===== src/rtl/display_source_arbiter.sv =====
// Shares one 3-digit 7-segment display among NUM_SRC requesters: round-robin
// rotation with a fixed dwell period, plus urgent pre-emption with a minimum hold.
module display_source_arbiter #(
  parameter int NUM_SRC           = 4,
  parameter int DWELL_CYCLES      = 100000000,
  parameter int URGENT_MIN_CYCLES = 50000000
) (
  input  logic                   clk,
  input  logic                   rst,
  input  logic [NUM_SRC-1:0]     src_valid,
  input  logic [NUM_SRC-1:0]     src_urgent,
  input  logic [13*NUM_SRC-1:0]  src_data,
  output logic [12:0]            hex_byte,
  output logic [2:0]             active_src,
  output logic                   display_blank,
  output logic [NUM_SRC-1:0]     src_shown
);

  localparam int IW = $clog2(NUM_SRC);
  localparam int DW = $clog2(DWELL_CYCLES);
  localparam int HW = (URGENT_MIN_CYCLES > 1) ? $clog2(URGENT_MIN_CYCLES) : 1;

  typedef enum logic [1:0] {ST_IDLE = 2'd0, ST_SHOW = 2'd1, ST_URGENT = 2'd2} state_t;
  typedef enum logic [1:0] {ACT_STAY = 2'd0, ACT_URGENT = 2'd1, ACT_NORMAL = 2'd2, ACT_IDLE = 2'd3} act_t;

  function automatic logic [IW-1:0] idx_inc(input logic [IW-1:0] idx);
    logic [IW-1:0] r;
    if (idx == IW'(NUM_SRC-1)) r = '0;
    else                       r = idx + IW'(1);
    return r;
  endfunction

  // First set bit of v searching upward from start, wrapping; descending scan so the nearest wins.
  function automatic logic [IW-1:0] rr_pick(input logic [NUM_SRC-1:0] v, input logic [IW-1:0] start);
    logic [IW:0]   idx;
    logic [IW-1:0] r;
    r = '0;
    for (int k = NUM_SRC-1; k >= 0; k--) begin
      idx = {1'b0, start} + (IW+1)'(k);
      if (idx >= (IW+1)'(NUM_SRC)) idx = idx - (IW+1)'(NUM_SRC);
      else                         idx = idx;
      if (v[idx[IW-1:0]]) r = idx[IW-1:0];
      else                r = r;
    end
    return r;
  endfunction

  function automatic logic [IW-1:0] low_pick(input logic [NUM_SRC-1:0] v);
    logic [IW-1:0] r;
    r = '0;
    for (int k = NUM_SRC-1; k >= 0; k--) begin
      if (v[k]) r = IW'(k);
      else      r = r;
    end
    return r;
  endfunction

  state_t            state_r, state_nxt_s;
  act_t              act_s;
  logic [IW-1:0]     owner_r, owner_nxt_s, rr_ptr_r, rr_nxt_s;
  logic [IW-1:0]     urg_idx_s, pick_s, pick_start_s;
  logic [DW-1:0]     dwell_r, dwell_nxt_s, dwell_fin_s;
  logic [HW-1:0]     hold_r, hold_nxt_s, hold_fin_s;
  logic [NUM_SRC-1:0] urg_s;
  logic              owner_valid_s, owner_urg_s, dwell_done_s, hold_done_s, grant_s;

  assign urg_s         = src_valid & src_urgent;
  assign urg_idx_s     = low_pick(urg_s);
  assign owner_valid_s = src_valid[owner_r];
  assign owner_urg_s   = urg_s[owner_r];
  assign dwell_done_s  = (dwell_r == DW'(DWELL_CYCLES-1));
  assign hold_done_s   = (hold_r == HW'(URGENT_MIN_CYCLES-1));
  assign pick_s        = rr_pick(src_valid, pick_start_s);

  // Decide what happens at the next edge; urgent requests outrank dwell expiry.
  always_comb begin
    act_s        = ACT_STAY;
    pick_start_s = rr_ptr_r;
    dwell_nxt_s  = dwell_r;
    hold_nxt_s   = hold_r;
    case (state_r)
      ST_IDLE: begin
        if (|urg_s)          act_s = ACT_URGENT;
        else if (|src_valid) act_s = ACT_NORMAL;
        else                 act_s = ACT_STAY;
      end
      ST_SHOW: begin
        pick_start_s = idx_inc(owner_r);
        if (|urg_s)              act_s = ACT_URGENT;
        else if (!owner_valid_s) act_s = (|src_valid) ? ACT_NORMAL : ACT_IDLE;
        else if (dwell_done_s)   act_s = ACT_NORMAL;
        else                     dwell_nxt_s = dwell_r + DW'(1);
      end
      ST_URGENT: begin
        if (!owner_valid_s) begin
          pick_start_s = idx_inc(owner_r);
          if (|urg_s)          act_s = ACT_URGENT;
          else if (|src_valid) act_s = ACT_NORMAL;
          else                 act_s = ACT_IDLE;
        end else if ((|urg_s) && (urg_idx_s < owner_r)) begin
          act_s = ACT_URGENT;
        end else if (owner_urg_s) begin
          hold_nxt_s = '0;
        end else if (hold_done_s) begin
          // Hold served: a waiting higher-index urgent goes next, otherwise resume rotation.
          act_s = (|urg_s) ? ACT_URGENT : ACT_NORMAL;
        end else begin
          hold_nxt_s = hold_r + HW'(1);
        end
      end
      default: act_s = ACT_IDLE;
    endcase
  end

  // Translate the chosen action into next-state values.
  always_comb begin
    state_nxt_s = state_r;
    owner_nxt_s = owner_r;
    rr_nxt_s    = rr_ptr_r;
    grant_s     = 1'b0;
    dwell_fin_s = dwell_nxt_s;
    hold_fin_s  = hold_nxt_s;
    case (act_s)
      ACT_URGENT: begin
        state_nxt_s = ST_URGENT;
        owner_nxt_s = urg_idx_s;
        grant_s     = 1'b1;
        dwell_fin_s = '0;
        hold_fin_s  = '0;
      end
      ACT_NORMAL: begin
        state_nxt_s = ST_SHOW;
        owner_nxt_s = pick_s;
        rr_nxt_s    = idx_inc(pick_s);
        grant_s     = 1'b1;
        dwell_fin_s = '0;
        hold_fin_s  = '0;
      end
      ACT_IDLE: begin
        state_nxt_s = ST_IDLE;
        owner_nxt_s = '0;
        dwell_fin_s = '0;
        hold_fin_s  = '0;
      end
      default: begin
        state_nxt_s = state_r;
      end
    endcase
  end

  // State registers and registered display outputs.
  always_ff @(posedge clk) begin
    if (rst) begin
      state_r       <= ST_IDLE;
      owner_r       <= '0;
      rr_ptr_r      <= '0;
      dwell_r       <= '0;
      hold_r        <= '0;
      hex_byte      <= 13'h0000;
      active_src    <= 3'd0;
      display_blank <= 1'b1;
      src_shown     <= '0;
    end else begin
      state_r  <= state_nxt_s;
      owner_r  <= owner_nxt_s;
      rr_ptr_r <= rr_nxt_s;
      dwell_r  <= dwell_fin_s;
      hold_r   <= hold_fin_s;
      if (state_nxt_s == ST_IDLE) begin
        hex_byte      <= 13'h0000;
        active_src    <= 3'd0;
        display_blank <= 1'b1;
      end else begin
        hex_byte      <= src_data[13*int'(owner_nxt_s) +: 13];
        active_src    <= 3'(owner_nxt_s);
        display_blank <= 1'b0;
      end
      src_shown <= grant_s ? ({{(NUM_SRC-1){1'b0}}, 1'b1} << owner_nxt_s) : '0;
    end
  end

endmodule


===== config.mk =====
export PLATFORM = sky130hd
export DESIGN_NAME = display_source_arbiter
export DESIGN_NICKNAME = d
export VERILOG_FILES = /design/src/rtl/display_source_arbiter.sv
export SDC_FILE = /design/constraint.sdc
export NUM_CORES = 1
export LEC_CHECK = 0
export CAP_MARGIN = 25
export CORE_ASPECT_RATIO = 1.1
export CORE_MARGIN = 10
export CORE_UTILIZATION = 50
export DETAILED_ROUTE_END_ITERATION = 12
export PLACE_DENSITY = 0.87
export REMOVE_ABC_BUFFERS = 1
export SYNTH_ARGS = -nofsm -noshare
export SYNTH_HDL_FRONTEND = slang
export SYNTH_SLANG_ARGS = --single-unit

===== constraint.sdc =====
create_clock -name clk -period 7.46 [get_ports clk]
set_input_delay 1.492 -clock clk [delete_from_list [all_inputs] [get_ports clk]]
set_output_delay 1.492 -clock clk [all_outputs]
set_load 0.02 [all_outputs]

==> results of run 1 <==
-- final cells by class --
type                    count  area [µm²]  share of cell area
clock buffers              10         128              0.0236
clock inverters             6        70.1              0.0130
inverters                   9        33.8             0.00626
multi-input cells         376        2610               0.483
flip-flops and latches     79        1580               0.293
well taps                 111         139              0.0257
repair buffers             85         841               0.156
-- cell usage after synthesis (all sizes together), types with 4 or more instances --
master and number:
nand2b 4, and4 5, clkbuf 11, and2 4
dfxtp 79, o32ai 13, nor2 70, a21oi 14
and3 8, mux2i 19, nand2 33, inv 9
nand3 24, nor3 15, xor2 29, nand4 12
buf 12, a221oi 27, nor4 6, xnor2 14
o21ai 12, or3 13, ha 8
-- worst paths after layout --
kind | end | slack, ns
worst min register to register | dwell_r[16]$_SDFFE_PP0P_ | 0.50
worst max-delay path | hex_byte[10]$_SDFF_PP0_ | 2.58
worst max register to register | hex_byte[10]$_SDFF_PP0_ | 3.90
worst min-delay path | dwell_r[16]$_SDFFE_PP0P_ | 0.50
-- registers in the layout (all words and copies together), names as in the netlist --
name,cells
active_src,2
hold_r,26
rr_ptr_r,2
hex_byte,13
display_blank,1
dwell_r,27
state_r,2
src_shown,4
owner_r,2
-- worst max-delay path, cell delays in order --
cell and delay [ns]:
sky130_fd_sc_hd__clkdlybuf4s50_1 0.60, sky130_fd_sc_hd__a22oi_2 0.43, sky130_fd_sc_hd__nor2_1 0.13, sky130_fd_sc_hd__ha_1 0.21, sky130_fd_sc_hd__nand2b_1 0.16, sky130_fd_sc_hd__a311oi_1 0.26
sky130_fd_sc_hd__nor2_1 0.14, sky130_fd_sc_hd__a41oi_4 0.34, sky130_fd_sc_hd__nor2_1 0.11, sky130_fd_sc_hd__a221o_1 0.55, sky130_fd_sc_hd__or3_4 0.55, sky130_fd_sc_hd__o32ai_1 0.15
-- layer usage --
layer	up-vias	wire length, µm	track usage
met3	24	1020	0.0739
met1	1908	4500	0.190
li1	1954	-	-
met2	135	5210	0.279
met5	-	0	0
met4	0	222	0.0569
-- power by group through the flow --
stage                     sequential [mW]  clock [mW]  combinational (mW)
after CTS                           0.483       0.323               0.582
final                               0.483       0.319               0.583
after global placement              0.492           0               0.562
after detailed placement            0.493           0               0.579
after floorplan                     0.525           0               0.352
after global routing                0.488       0.341               0.634
-- cell families after synthesis --
group / after synthesis
AOI/OAI and AO/OA: 92
xor gates and xnor gates: 43
adders and majority gates: 8
buffers and inverters: 32
DFF: 79
muxes: 21
other: 1
and+or+nand+nor: 211
-- per-stage QoR --
stage / hold slack [ns] / setup WS [ns] / total power, mW / cells / area [µm²]
finish: 0.496 / 2.58 / 1.39 / 676 / 5400
global route: 0.520 / 2.30 / 1.46 / 676 / 5400
CTS: 0.502 / 2.63 / 1.39 / 676 / 5400
detailed placement: 0.485 / 2.26 / 1.07 / 660 / 5200
global placement: 0.462 / 2.40 / 1.05 / 660 / 5200
floorplan: 0.454 / 2.07 / 0.877 / 464 / 4220
==> insert_results.sql, run 1 <==
INSERT INTO impl_metrics (metric_group, metric, value, unit) VALUES
('clock_tree', 'tritoncts.num_buffers', '9', ''),
('timing', 'tightestPinTransition', '0.848', 'ns'),
('final_layout', 'most-common-layout-cells', 'sky130_fd_sc_hd__clkdlybuf4s50_1, sky130_fd_sc_hd__dfxtp_1, sky130_fd_sc_hd__nor2_1', ''),
('clock_tree', 'clkSinkCount', '79', ''),
('drt', 'drt-pass1-iter-count', '5', ''),
('timing', 'totalNegativeSetupSlack', '0', 'ns'),
('placed_design', 'routabilityCongestion', '0.822', ''),
('drt', 'route.antenna.remaining_nets', '0', ''),
('critical_path', 'crit_type', 'primary input to register', ''),
('hold_path', 'hold_path_startpoint', 'dwell_r[16]$_SDFFE_PP0P_', ''),
('clock_tree', 'cts_tree', 'built', ''),
('clock_tree', 'cts_root_buf', 'sky130_fd_sc_hd__clkbuf_8', ''),
('final_layout', 'fill_cells', '691', ''),
('critical_path', 'critPathLaunchType', 'primary input', ''),
('hold_path', 'holdCritPathClass', 'register to register', ''),
('drt', 'avgRoutedWirePerCell', '16.2', 'µm'),
('clock_tree', 'cts_buffer_depth', '2', ''),
('synthesis', 'synthXorXnorAreaFrac', '0.0871', ''),
('timing', 'max_freq', '0.205', 'GHz'),
('clock_tree', 'cts_resized', '0', ''),
('synthesis', 'synth_top_family_by_area', 'simple AND/OR/NAND/NOR gates', ''),
('critical_path', 'worstPathArrival', '5.14', 'ns'),
('clock_tree', 'path_clk_slew', '0.08', 'ns'),
('power_and_ir_drop', 'power.internal', '0.867', 'mW'),
('floorplanning', 'die_w', '109', 'µm'),
('synthesis', 'synth_top_cell_area_share', '0.366', ''),
('floorplanning', 'die-height', '118', 'µm'),
('final_layout', 'final_common_cell', 'sky130_fd_sc_hd__clkdlybuf4s50_1', ''),
('synthesis', 'synth_enable_flop_cells', '0', ''),
('power_and_ir_drop', 'p_leak', '1.84', 'nW'),
('final_layout', 'num_antenna_cells', '0', ''),
('power_and_ir_drop', 'net-switching-power', '0.519', 'mW'),
('synthesis', 'post_synth_main_area_contributors', 'sky130_fd_sc_hd__dfxtp_1, sky130_fd_sc_hd__nor2_1, sky130_fd_sc_hd__xor2_1', ''),
('power_and_ir_drop', 'switching_share', '0.374', ''),
('run', 'timing.max_cap.violations', '0', ''),
('timing', 'rsz0062_at_grt', 'no', ''),
('global_route', 'grt_pass1_wl', '18.4', 'mm'),
('critical_path', 'endpoint_kind', 'register', ''),
('clock_tree', 'cts_setup_buffers', '0', ''),
('timing', 'fin_crit_sh', '0.655', ''),
('drt', 'vias_per_cell', '5.95', ''),
('critical_path', 'timing.critical_path.fanout_max', '17', ''),
('drt', 'remaining_routing_drc_violations', '0', ''),
('power_and_ir_drop', 'seqPwrFrac', '0.349', ''),
('outcome', 'run_status', 'completed', ''),
('final_layout', 'final_util', '0.642', ''),
('synthesis', 'yosys.area_share.adder', '0.0231', ''),
('synthesis', 'synth_top_area_cell', 'sky130_fd_sc_hd__dfxtp_1', ''),
('synthesis', 'synthMuxAreaShare', '0.0544', ''),
('power_and_ir_drop', 'power.share.clock', '0.230', ''),
('final_layout', 'design.final.nets', '630', ''),
('timing', 'report.final.setup_viol', '0', ''),
('global_route', 'grt_pass1_vias', '4066', ''),
('global_route', 'number_of_antenna_violations_at_the_first_check_in_global_routing', '0', ''),
('critical_path', 'timing.critical_path.from', 'src_valid[3]', ''),
('global_route', 'globalRoute.totalOverflow', '0', ''),
('synthesis', 'synth_top_flop_cell', 'sky130_fd_sc_hd__dfxtp_1', ''),
('floorplanning', 'placementRows', '35', ''),
('floorplanning', 'die_area', '12800', 'µm²'),
('global_route', 'grt_start_max_net_pins', '31', ''),
('floorplanning', 'core_region_area', '8410', 'µm²'),
('power_and_ir_drop', 'power.ir.vdd_worst', '0.191', 'mV'),
('synthesis', 'synthesis.area', '4320', 'µm²'),
('floorplanning', 'floorplan.initialDensity', '0.514', ''),
('synthesis', 'yosysSeqAreaShare', '0.366', ''),
('placed_design', 'numPortBuffers', '81', ''),
('power_and_ir_drop', 'power_per_cell_area', '257', 'nW/µm²'),
('clock_tree', 'h_tree_levels', '3', ''),
('timing', 'slew_headroom', '0.435', ''),
('global_route', 'gr-usage-all-layers', '0.170', ''),
('synthesis', 'ys_types', '70', '');
Note: power is estimated with default switching activity, not from simulation.
==> inputs of run 2 (changes only) <==
clock period = 5 ns   (was 7.46 ns; I/O delays follow)
==> insert_results.sql, run 2 (same netlist as run 1, synthesis figures left out) <==
INSERT INTO impl_metrics (metric_group, metric, value, unit) VALUES
('drt', 'vias_per_cell', '5.93', ''),
('final_layout', 'final_common_cell', 'sky130_fd_sc_hd__clkdlybuf4s50_1', ''),
('drt', 'route.antenna.remaining_nets', '0', ''),
('final_layout', 'post_layout_nonfiller_instances', '679', ''),
('timing', 'timing.final.crit_period', '4.23', 'ns'),
('clock_tree', 'tritoncts.num_buffers', '9', ''),
('critical_path', 'slowest_stage', 'sky130_fd_sc_hd__clkdlybuf4s50_1', ''),
('hold_path', 'holdCritPathClass', 'register to register', ''),
('critical_path', 'timing.critical_path.fanout_max', '30', ''),
('drt', 'drt-pass1-iter-count', '5', ''),
('critical_path', 'crit_top_cell', 'sky130_fd_sc_hd__nor2_1', ''),
('clock_tree', 'cts_tree', 'built', ''),
('timing', 'rsz0062_at_grt', 'no', ''),
('timing', 'fin_crit_sh', '0.846', ''),
('critical_path', 'critical_path.top_delay_family', 'compound AO/OA/AOI/OAI gates', ''),
('outcome', 'run_status', 'completed', ''),
('final_layout', 'design.final.nets', '633', ''),
('drt', 'remaining_routing_drc_violations', '0', ''),
('critical_path', 'path_cells', 'clkdlybuf4s50_1 -> a22oi_2 -> nor2_1 -> ha_1 -> nand2b_1 -> a311oi_1 -> nor2_1 -> a41oi_4 -> mux2i_1 -> a2bb2oi_2 -> buf_4 -> a221oi_1 -> o32ai_1', ''),
('floorplanning', 'placementRows', '35', ''),
('timing', 'clock-skew-final', '0.0145', 'ns'),
('hold_path', 'min_to', 'dwell_r[16]$_SDFFE_PP0P_', ''),
('final_layout', 'sequential_cell_area', '1580', 'µm²'),
('floorplanning', 'die-height', '118', 'µm'),
('global_route', 'gr-usage-all-layers', '0.172', ''),
('drt', 'avgRoutedWirePerCell', '16.3', 'µm'),
('final_layout', 'synthToLayoutAreaGrowth', '25.9', '%'),
('drt', 'totalWireLength', '11.0', 'mm'),
('floorplanning', 'die_w', '109', 'µm'),
('timing', 'postLayoutSetupSlackWorst', '0.768', 'ns'),
('timing', 'finalHoldViolCount', '0', ''),
('global_route', 'grt_start_max_net_pins', '31', ''),
('timing', 'totalNegativeSetupSlack', '0', 'ns'),
('timing', 'hold-worst-slack', '0.488', 'ns'),
('global_route', 'number_of_antenna_violations_at_the_first_check_in_global_routing', '0', ''),
('global_route', 'grt_pass1_wl', '18.6', 'mm'),
('placed_design', 'pre_cts_ws', '0.427', 'ns'),
('power_and_ir_drop', 'power_per_cell_area', '393', 'nW/µm²'),
('final_layout', 'num_antenna_cells', '0', ''),
('timing', 'max_freq', '0.236', 'GHz'),
('drt', 'routed-via-count', '4028', ''),
('floorplanning', 'core_region_area', '8410', 'µm²'),
('global_route', 'globalRoute.totalOverflow', '0', ''),
('final_layout', 'reg.largest.list', 'dwell_r: 27 flops, hold_r: 26 flops, hex_byte: 13 flops', ''),
('hold_path', 'hold_path_startpoint', 'dwell_r[16]$_SDFFE_PP0P_', ''),
('power_and_ir_drop', 'power.ir.vdd_worst', '0.274', 'mV'),
('final_layout', 'most-common-layout-cells', 'sky130_fd_sc_hd__clkdlybuf4s50_1, sky130_fd_sc_hd__dfxtp_1, sky130_fd_sc_hd__nor2_1', ''),
('critical_path', 'critPathLaunchType', 'primary input', ''),
('critical_path', 'crit_type', 'primary input to register', ''),
('final_layout', 'fill_cells', '649', ''),
('critical_path', 'worstPathArrival', '4.50', 'ns'),
('final_layout', 'stdcell_area', '5440', 'µm²'),
('power_and_ir_drop', 'p_leak', '1.87', 'nW'),
('hold_path', 'hold_path_depth', '2', ''),
('clock_tree', 'cts_resized', '0', ''),
('critical_path', 'slowest_delay', '0.57', 'ns'),
('timing', 'slew_headroom', '0.512', ''),
('final_layout', 'registers.top_by_ff_count', 'dwell_r', ''),
('critical_path', 'critical_path.n_buffers_inverters', '2', ''),
('clock_tree', 'h_tree_levels', '3', ''),
('clock_tree', 'path_clk_slew', '0.08', 'ns'),
('placed_design', 'placed_area', '5220', 'µm²'),
('final_layout', 'multiInputGateArea', '2610', 'µm²'),
('timing', 'tightestPinTransition', '0.728', 'ns'),
('critical_path', 'endpoint_kind', 'register', ''),
('critical_path', 'reg2reg_to', 'hex_byte[12]$_SDFF_PP0_', ''),
('timing', 'report.final.setup_viol', '0', ''),
('timing', 'drv_slew', '0', ''),
('critical_path', 'worst-endpoint-required', '5.27', 'ns'),
('placed_design', 'numPortBuffers', '81', ''),
('global_route', 'grt_pass1_vias', '4036', ''),
('placed_design', 'routabilityCongestion', '0.906', ''),
('clock_tree', 'cts_setup_buffers', '0', ''),
('critical_path', 'crit-reg2reg-launch', 'owner_r[0]$_SDFF_PP0_', ''),
('clock_tree', 'clkSinkCount', '79', ''),
('floorplanning', 'floorplan.initialDensity', '0.514', ''),
('critical_path', 'reg2regPathDepth', '9', ''),
('final_layout', 'drive_gt1_frac', '0.0845', ''),
('drt', 'drt_iter0_markers', '306', ''),
('clock_tree', 'cts_hold_buffers', '0', ''),
('floorplanning', 'io-pin-count', '83', ''),
('final_layout', 'largest_reg_flops', '27', ''),
('clock_tree', 'cts_root_buf', 'sky130_fd_sc_hd__clkbuf_8', ''),
('clock_tree', 'cts_buffer_depth', '2', ''),
('placed_design', 'dp_hpwl', '8.32', 'mm'),
('clock_tree', 'worst_skew_pair.late_latency', '0.36', 'ns'),
('run', 'timing.max_cap.violations', '0', ''),
('placed_design', 'placed_cells', '663', ''),
('floorplanning', 'die_area', '12800', 'µm²'),
('critical_path', 'worst_case_register_to_register_setup_slack', '1.59', 'ns');
[run 2: cell types whose count changed in the layout (fill, tap and decap cells not counted)]
cell / delta
sky130_fd_sc_hd__inv_6: +1
sky130_fd_sc_hd__clkbuf_1: -1
sky130_fd_sc_hd__clkinv_2: +2
sky130_fd_sc_hd__clkinv_4: -1
sky130_fd_sc_hd__bufinv_16: +1
sky130_fd_sc_hd__clkinvlp_4: -2
sky130_fd_sc_hd__buf_4: +3
[run 2: worst register-to-register path: stages (launching register included)]
cell	delay, ns
sky130_fd_sc_hd__dfxtp_1	0.57
sky130_fd_sc_hd__ha_1	0.33
sky130_fd_sc_hd__and4b_1	0.21
sky130_fd_sc_hd__a22o_1	0.26
sky130_fd_sc_hd__or3_4	0.40
sky130_fd_sc_hd__nor4b_2	0.26
sky130_fd_sc_hd__nor3_2	0.15
sky130_fd_sc_hd__o211ai_4	0.61
sky130_fd_sc_hd__a221oi_1	0.19
sky130_fd_sc_hd__o32ai_1	0.33
[run 2: per-stage QoR]
step	utilization	power, mW
final	0.647	2.14
after global routing	0.647	2.25
after CTS	0.647	2.14
after detailed placement	0.621	1.62
after global placement	0.621	1.58
after floorplan	-	1.31
[run 2: cell type report]
type / instances / area share
sequential: 79 / 0.291
clock buffer: 9 / 0.0228
clock inverter: 7 / 0.0175
multi-input combinational: 376 / 0.479
tap: 111 / 0.0255
inverter: 9 / 0.00621
timing repair buffer: 88 / 0.159
[run 2: power by group]
part           internal [mW]  switching, mW  leakage (nW)
Sequential             0.689         0.0342         0.640
Combinational          0.380          0.508          1.12
Clock                  0.283          0.244         0.110
[run 2: worst max path at each step]
stage	startpoint	endpoint	cells after the start
final	src_valid[3]	hex_byte[12]$_SDFF_PP0_	13
after global routing	src_valid[3]	hex_byte[9]$_SDFF_PP0_	13
after CTS	src_valid[3]	hex_byte[12]$_SDFF_PP0_	13
after detailed placement	src_valid[3]	hex_byte[12]$_SDFF_PP0_	13
after global placement	src_valid[3]	hex_byte[5]$_SDFF_PP0_	13
after floorplan	src_urgent[2]	hex_byte[0]$_SDFF_PP0_	11
[run 2: routing by layer]
layer	part of all wire	track usage	vias up
li1	-	-	1964
met1	0.41	0.199	1897
met2	0.47	0.270	145
met3	0.096	0.0805	22
met4	0.022	0.0619	0
met5	0	0	-
==> inputs of run 3 (changes only) <==
CORE_UTILIZATION = 47   (was 50)
PLACE_DENSITY = 0.86   (was 0.87)
clock period = 3.6 ns   (was 5 ns; I/O delays follow)
==> insert_results.sql, run 3 (same netlist as run 1, synthesis figures left out) <==
INSERT INTO impl_metrics (metric_group, metric, value, unit) VALUES
('outcome', 'run_status', 'completed', ''),
('critical_path', 'endpoint_kind', 'register', ''),
('hold_path', 'holdCritPathClass', 'register to register', ''),
('timing', 'clock-skew-final', '0.0112', 'ns'),
('drt', 'totalWireLength', '11.7', 'mm'),
('critical_path', 'worst-endpoint-required', '3.85', 'ns'),
('floorplanning', 'placementRows', '36', ''),
('critical_path', 'worstPathArrival', '3.66', 'ns'),
('power_and_ir_drop', 'net-switching-power', '1.14', 'mW'),
('critical_path', 'worst_case_register_to_register_setup_slack', '0.40', 'ns'),
('placed_design', 'placed_area', '5430', 'µm²'),
('critical_path', 'crit-reg2reg-launch', 'owner_r[0]$_SDFF_PP0_', ''),
('hold_path', 'hold_path_startpoint', 'dwell_r[16]$_SDFFE_PP0P_', ''),
('final_layout', 'stdcell_area', '5650', 'µm²'),
('critical_path', 'slowest_stage', 'sky130_fd_sc_hd__clkdlybuf4s50_1', ''),
('floorplanning', 'core_region_area', '8920', 'µm²'),
('final_layout', 'drive_gt1_frac', '0.119', ''),
('placed_design', 'dp_hpwl', '8.87', 'mm'),
('clock_tree', 'path_clk_slew', '0.08', 'ns'),
('drt', 'drt-pass1-iter-count', '5', ''),
('final_layout', 'multiInputGateArea', '2620', 'µm²'),
('final_layout', 'final_common_cell', 'sky130_fd_sc_hd__clkdlybuf4s50_1', ''),
('timing', 'timing.final.crit_period', '3.41', 'ns'),
('floorplanning', 'die_w', '111', 'µm'),
('timing', 'report.final.setup_viol', '0', ''),
('final_layout', 'design.final.nets', '655', ''),
('timing', 'max_freq', '0.293', 'GHz'),
('final_layout', 'sequential_cell_area', '1580', 'µm²'),
('power_and_ir_drop', 'comb_power_share', '0.440', ''),
('drt', 'vias_per_cell', '5.86', ''),
('power_and_ir_drop', 'p_leak', '1.98', 'nW'),
('critical_path', 'crit_type', 'primary input to register', ''),
('final_layout', 'fill_cells', '719', ''),
('placed_design', 'numPortBuffers', '81', ''),
('timing', 'drv_slew', '0', ''),
('floorplanning', 'die_area', '13400', 'µm²'),
('clock_tree', 'cts_tree', 'built', ''),
('global_route', 'gr-usage-all-layers', '0.169', ''),
('placed_design', 'pre_cts_ws', '-0.167', 'ns'),
('power_and_ir_drop', 'switching_share', '0.377', ''),
('drt', 'avgRoutedWirePerCell', '16.6', 'µm'),
('floorplanning', 'io-pin-count', '83', ''),
('clock_tree', 'tritoncts.num_buffers', '9', ''),
('critical_path', 'timing.critical_path.from', 'src_valid[2]', ''),
('floorplanning', 'floorplan.initialDensity', '0.485', ''),
('drt', 'routed-via-count', '4126', ''),
('floorplanning', 'die-height', '121', 'µm'),
('drt', 'remaining_routing_drc_violations', '0', ''),
('global_route', 'number_of_antenna_violations_at_the_first_check_in_global_routing', '0', ''),
('critical_path', 'timing.critical_path.fanout_max', '30', ''),
('timing', 'postLayoutSetupSlackWorst', '0.189', 'ns'),
('timing', 'finalHoldViolCount', '0', ''),
('drt', 'drt_iter0_markers', '257', ''),
('clock_tree', 'h_tree_levels', '3', ''),
('timing', 'fin_crit_sh', '0.947', ''),
('drt', 'route.antenna.remaining_nets', '0', ''),
('clock_tree', 'cts_root_buf', 'sky130_fd_sc_hd__clkbuf_8', ''),
('global_route', 'grt_pass1_wl', '19.3', 'mm'),
('final_layout', 'registers.top_by_ff_count', 'dwell_r', ''),
('run', 'timing.max_cap.violations', '0', ''),
('power_and_ir_drop', 'power.ir.vdd_worst', '0.363', 'mV'),
('placed_design', 'routabilityCongestion', '0.838', ''),
('final_layout', 'largest_reg_flops', '27', ''),
('power_and_ir_drop', 'power.share.clock', '0.229', ''),
('clock_tree', 'cts_buffer_depth', '2', ''),
('global_route', 'grt_start_max_net_pins', '31', ''),
('global_route', 'globalRoute.totalOverflow', '0', ''),
('final_layout', 'synthToLayoutAreaGrowth', '30.6', '%'),
('clock_tree', 'cts_setup_buffers', '0', ''),
('critical_path', 'slowest_delay', '0.46', 'ns'),
('timing', 'totalNegativeSetupSlack', '0', 'ns'),
('final_layout', 'most-common-layout-cells', 'sky130_fd_sc_hd__clkdlybuf4s50_1, sky130_fd_sc_hd__dfxtp_1, sky130_fd_sc_hd__nor2_1', ''),
('timing', 'rsz0062_at_grt', 'no', ''),
('timing', 'hold-worst-slack', '0.500', 'ns'),
('clock_tree', 'clkSinkCount', '79', ''),
('global_route', 'grt_pass1_vias', '4222', ''),
('power_and_ir_drop', 'seqPwrFrac', '0.331', ''),
('power_and_ir_drop', 'power_per_cell_area', '538', 'nW/µm²'),
('clock_tree', 'worst_skew_pair.late_latency', '0.37', 'ns'),
('power_and_ir_drop', 'power.internal', '1.89', 'mW'),
('final_layout', 'num_antenna_cells', '0', ''),
('critical_path', 'path_cells', 'clkdlybuf4s50_1 -> a22oi_2 -> nor2_1 -> ha_1 -> nand2b_1 -> a311oi_1 -> nor2_1 -> a41oi_4 -> mux2i_1 -> a2bb2oi_2 -> buf_12 -> mux2i_1 -> o32ai_1', ''),
('critical_path', 'critPathLaunchType', 'primary input', ''),
('final_layout', 'reg.largest.list', 'dwell_r: 27 flops, hold_r: 26 flops, hex_byte: 13 flops', '');
## run 3: changes by cell type in the layout (fill, tap and decap cells not counted), sizes merged
cell    before  now
bufinv       2    1
buf          7   29
inv         11   12
## run 3: layer usage
metal	track usage	vias up	wire [µm]
met5	0	-	0
met4	0.0691	0	238
met3	0.0762	24	1060
met2	0.299	126	5720
met1	0.171	1965	4680
li1	-	2011	-
## run 3: per-stage QoR
stage                     cells  power, mW  utilization
after floorplan             464       1.82            -
after global placement      688       2.28        0.609
after detailed placement    688       2.34        0.609
after CTS                   704       3.03        0.632
after global routing        704       3.19        0.633
final                       704       3.04        0.633
## run 3: power groups by stage
stage               clock network, mW  logic [mW]  registers (mW)
detailed placement                  0        1.31            1.02
CTS                             0.703        1.32            1.00
floorplan                           0       0.729            1.09
finish                          0.696        1.34            1.00
global route                    0.741        1.44            1.01
global placement                    0        1.27            1.02
## run 3: final timing paths
path	to	cells past startpoint
max	hex_byte[0]$_SDFF_PP0_	13
min	dwell_r[16]$_SDFFE_PP0P_	2
max reg2reg	hex_byte[1]$_SDFF_PP0_	11
min reg2reg	dwell_r[16]$_SDFFE_PP0P_	2
## run 3: what timing repair did
item	CTS	global route
gates resized for setup	0	1
setup endpoints to repair	0	3
hold buffers	0	0
endpoints found under the hold margin	0	0
## run 3: cell type report
| type | instances | share of cell area |
|---|---|---|
| Clock buffer | 9 | 0.0219 |
| Sequential cell | 79 | 0.280 |
| Timing Repair Buffer | 110 | 0.189 |
| Multi-Input combinational cell | 376 | 0.464 |
| Clock inverter | 7 | 0.0142 |
| Tap cell | 114 | 0.0253 |
| Inverter | 9 | 0.00598 |
## run 3: critical path, delay by kind of cell
family / cells / cell delay, ns
adder cells (fa/ha/maj): 1 / 0.19
buffers and inverters: 2 / 0.68
multiplexers: 2 / 0.64
AO/OA/AOI/OAI: 5 / 1.03
AND/OR/NAND/NOR: 3 / 0.39
